File: src/rtl/serial_feeder_pkg.sv
// serial_feeder_pkg: shared state type and line level for the serial word feeder
package serial_feeder_pkg;
  typedef enum logic {IDLE, SHIFT} feeder_state_t;
  localparam logic IDLE_LEVEL = 1'b0;
endpackage

File: src/rtl/feeder_hold_reg.sv
// feeder_hold_reg: one-entry pending word buffer with load/pop/full
module feeder_hold_reg #(
  parameter int WIDTH = 8
) (
  input  logic             clk,
  input  logic             rst,
  input  logic             load,
  input  logic             pop,
  input  logic [WIDTH-1:0] d,
  output logic [WIDTH-1:0] q,
  output logic             full
);
  always_ff @(posedge clk or negedge rst)
    if (!rst) begin
      q <= '0;
      full <= 1'b0;
    end else begin
      if (load) q <= d;
      full <= load | (full & ~pop);
    end
endmodule

File: src/rtl/serial_word_feeder.sv
// serial_word_feeder: accepts words over valid/ready and shifts them out one bit per clock
module serial_word_feeder
  import serial_feeder_pkg::*;
#(
  parameter int WIDTH     = 8,
  parameter bit LSB_FIRST = 1'b1
) (
  input  logic             clk,
  input  logic             rst,
  input  logic             in_valid,
  input  logic [WIDTH-1:0] in_data,
  output logic             in_ready,
  output logic             x,
  output logic             x_valid,
  output logic             word_done,
  output logic             busy
);
  localparam int CW = $clog2(WIDTH);
  feeder_state_t state, state_n;
  logic [WIDTH-1:0] sh, sh_n, pend;
  logic [CW-1:0] cnt, cnt_n;
  logic pend_full, acc, shifting, last, load, push, pop, bit_out;
  feeder_hold_reg #(.WIDTH(WIDTH)) u_hold (
    .clk,
    .rst,
    .load(push),
    .pop,
    .d(in_data),
    .q(pend),
    .full(pend_full)
  );
  // load: a word enters the shifter; push: an accepted word must wait in pend
  always_comb begin
    in_ready = !pend_full;
    acc = in_valid && in_ready;
    shifting = state == SHIFT;
    last = shifting && cnt == CW'(WIDTH - 1);
    pop = last && pend_full;
    load = (!shifting && acc) || (last && (pend_full || acc));
    push = acc && shifting && !(last && !pend_full);
    bit_out = LSB_FIRST ? sh[0] : sh[WIDTH-1];
    busy = shifting || pend_full;
    state_n = load ? SHIFT : (last ? IDLE : state);
    sh_n = load ? (pop ? pend : in_data) : (shifting ? (LSB_FIRST ? sh >> 1 : sh << 1) : sh);
    cnt_n = load ? '0 : (shifting ? cnt + 1'b1 : cnt);
  end
  always_ff @(posedge clk or negedge rst)
    if (!rst) state <= IDLE;
    else state <= state_n;
  always_ff @(posedge clk or negedge rst)
    if (!rst) begin
      sh <= '0;
      cnt <= '0;
      x <= IDLE_LEVEL;
      x_valid <= 1'b0;
      word_done <= 1'b0;
    end else begin
      sh <= sh_n;
      cnt <= cnt_n;
      x <= shifting ? bit_out : IDLE_LEVEL;
      x_valid <= shifting;
      word_done <= last;
    end
endmodule

File: config.mk
export PLATFORM = sky130hd
export DESIGN_NAME = serial_word_feeder
export DESIGN_NICKNAME = d
export VERILOG_FILES = /design/src/rtl/serial_feeder_pkg.sv /design/src/rtl/feeder_hold_reg.sv /design/src/rtl/serial_word_feeder.sv
export SDC_FILE = /design/constraint.sdc
export NUM_CORES = 1
export LEC_CHECK = 0
export CAP_MARGIN = 0
export CORE_AREA = 2 2 55 57
export CTS_CLUSTER_SIZE = 14
export DETAILED_ROUTE_END_ITERATION = 10
export DIE_AREA = 0 0 57 59
export GPL_TIMING_DRIVEN = 1
export PLACE_DENSITY = 0.7
export SETUP_SLACK_MARGIN = 0.05
export SLEW_MARGIN = 10
export SYNTH_ARGS = -nofsm -noshare
export SYNTH_HDL_FRONTEND = slang
export SYNTH_SLANG_ARGS = --single-unit
File: constraint.sdc
create_clock -name clk -period 2.86 [get_ports clk]
set_input_delay 0.572 -clock clk [delete_from_list [all_inputs] [get_ports clk]]
set_output_delay 0.572 -clock clk [all_outputs]
set_load 0.02 [all_outputs]
==> results.yml <==
placed_design:
  placedInstanceArea_um2: 1353
  gp_congestion: 0.7296
  dp_worst_setup_slack_ns: 0.3614
  hpwl_mm: 1.475
  port_buffers: 15
global_routing:
  grt_max_degree: 36
  grt_overflow: 0
  grt_usage_pct: 14.25
  grt_pass1_vias: 830
  grt_pass1_wl_mm: 3.594
  antenna_found_initial: 0
setup_path:
  critPathSlowestCell: "clkdlybuf4s50_1"
  arrival_ns: 2.34
  cp-end-kind: "flop"
  critical_path.cell_chain: "clkdlybuf4s50_1 -> nand2b_4 -> nor3b_4 -> mux2_2"
  reg2reg_slack_ns: 0.95
  path_delay_family: "buffers and inverters"
  crit_buf_inv: 1
  crit_path_max_incr_delay_ns: 0.72
  cp.required_ns: 3.07
  cp_max_fo: 13
  cp-start-kind: "input pin"
  worstSetupPathType: "input pin to flop"
sta:
  fmax_mhz: 469.3
  fin_ws_ns: 0.7292
  worstMarginPinSlew_ns: 0.4492
  drv_slew: 0
  slew_headroom_pct: 70.02
  fin_skew_ns: 0.004265
  fin_crit_ns: 2.131
  min_period_over_period_pct: 74.50
  rsz0062_at_grt: "no"
  setup_viol: 0
  hold_viol: 0
  setup_tns_ns: 0
synthesis:
  synth_top_area_share_pct: 51.17
  syn_area_per_cell_um2: 10.67
  ys_types: 22
  synthFlopType: "dfrtp_1"
  synth.net_count: 123
  yosys_register_bits: 24
  synth-warning-count: 0
  yosysMostFrequentCell: "dfrtp_1"
  synth_commonest_cells: "dfrtp_1, o21ai_0, nand3_1"
  async_flop_share_pct: 100.0
  syn_inst: 110
  yosys.area.top_type: "dfrtp_1"
  synth_area_um2: 1174
  synth_edf_count: 0
  netlist_top_cells_area: "dfrtp_1, mux2_2, and3b_1"
  synth_seq_area_share_pct: 51.17
clocking:
  clkLatencyLatePin_ns: 0.31
  cts.repair.resized: 0
  clk_path_buf_depth: 2
  cts.clk_slew.worst_paths_ns: 0.12
  cts.sinks: 24
  post-cts-setup-buffers: 0
  h-tree-depth: 1
  cts_root_buf: "clkbuf_4"
  cts-hold-fix-buffers: 0
  cts_tree: "yes"
  cts_made_buffers: 3
drt:
  viasPerCell: 5.578
  routed-via-count: 859
  wirelength_mm: 2.154
  wire_per_inst_um: 13.99
  drt_first_pass_iters: 4
  drt_iter0_drc: 12
  drcViolationCount: 0
  drtAntennaViolNets: 0
pwr:
  power_frac_seq_pct: 42.2
  leakagePower_nw: 0.6163
  switching_share_pct: 35.98
  internal-power_uw: 839.6
  clock_power_share_pct: 11.1
  power_frac_comb_pct: 46.6
  p_switching_uw: 471.8
  p_per_area_nw_per_um2: 953.7
  ir_worst_vdd_mv: 0.5021
flow_run:
  cap_violations: 0
final_layout:
  area_delta_synth_final_pct: 17.16
  n_fill_cell: 258
  seq_area_um2: 600.6
  finalInstanceArea_um2: 1375
  n_antenna_cell: 0
  finish.net_count: 138
  multiInputGateArea_um2: 533.0
  drive_gt1_share_pct: 14.63
floorplan:
  core_area_um2: 2710
  std_cell_rows: 19
  die_h_um: 59
  die_area_um2: 3363
  start_util_pct: 43.31
  die_w_um: 57
  io-pin-count: 16
outcome:
  status: "finished clean"
min_path:
  hold_class: "flop to flop"
cell families after synthesis:
family,after synthesis,share of synthesized area (%)
adders and majority gates,2,2.132
buffers and inverters,10,3.412
DFF,24,51.17
AOI/OAI and AO/OA,29,14.82
and+or+nand+nor,37,20.79
muxes,8,7.676
flip-flops by register name, indices dropped and copies added, names as in the netlist:
| name | cells |
|---|---|
| cnt | 3 |
| word_done | 1 |
| u_hold.q | 8 |
| x_valid | 1 |
| x | 1 |
| shifting | 1 |
| sh | 8 |
| u_hold.full | 1 |
through the flow:
step           util (%)  total power [mW]  std cells  hold slack [ns]
6_report          50.74             1.311        154           0.5154
3_5_place_dp      49.91             1.183        151           0.4906
5_1_grt           50.74             1.416        154           0.5333
2_1_floorplan         -             1.011        110           0.2764
3_3_place_gp      49.91             1.152        151           0.4804
4_1_cts           50.74             1.325        154           0.5204
area by class of cell:
class / instances / share of cell area (%)
inverter: 2 / 0.5460
clock buffer: 3 / 1.638
multi-input combinational: 76 / 38.76
tap: 31 / 2.821
timing repair buffer: 18 / 12.56
sequential: 24 / 43.68
final timing paths:
check	cells after the start	startpoint	end
max	4	in_valid	u_hold.q[6]$_DFFE_PN0P_
min	1	sh[0]$_DFFE_PN0P_	x$_DFF_PN0_
max reg2reg	4	cnt[0]$_DFFE_PN0P_	u_hold.q[6]$_DFFE_PN0P_
min reg2reg	1	sh[0]$_DFFE_PN0P_	x$_DFF_PN0_
max in group asynchronous	2	rst	cnt[0]$_DFFE_PN0P_
min in group asynchronous	2	rst	u_hold.q[3]$_DFFE_PN0P_
worst register-to-register path, delay by kind of cell (launching register included):
kind / cells / cell delay, ns
adder cells (fa/ha/maj): 2 / 0.53
flip-flops: 1 / 0.42
multiplexers: 1 / 0.39
AND/OR/NAND/NOR: 1 / 0.47
power by group through the flow:
stage               clock [mW]  combinational (mW)  sequential [mW]
floorplan                    0               0.439            0.572
global placement             0               0.593            0.559
detailed placement           0               0.620            0.563
CTS                      0.152               0.619            0.554
global route             0.167               0.678            0.572
finish                   0.146               0.611            0.554
routing by layer:
| metal | wire, um | global-route usage (%) |
|---|---|---|
| met5 | 0 | 0 |
| met4 | 51 | 7.973 |
| met3 | 75 | 2.620 |
| met2 | 1024 | 24.47 |
| met1 | 1003 | 16.90 |
placed cells by master (no fill, tap or decap), types with 3 or more instances in the layout:
cell type | Yosys | layout
a21oi_1 | 8 | 8
and3_1 | 7 | 7
and3b_1 | 7 | 7
buf_4 | 0 | 3
clkbuf_4 | 0 | 3
clkdlybuf4s50_1 | 0 | 15
dfrtp_1 | 24 | 24
mux2_2 | 8 | 8
nand2_1 | 5 | 5
nand3_1 | 10 | 10
o211ai_1 | 7 | 7
o21ai_0 | 11 | 11
Power figures use the tool's default switching activity.
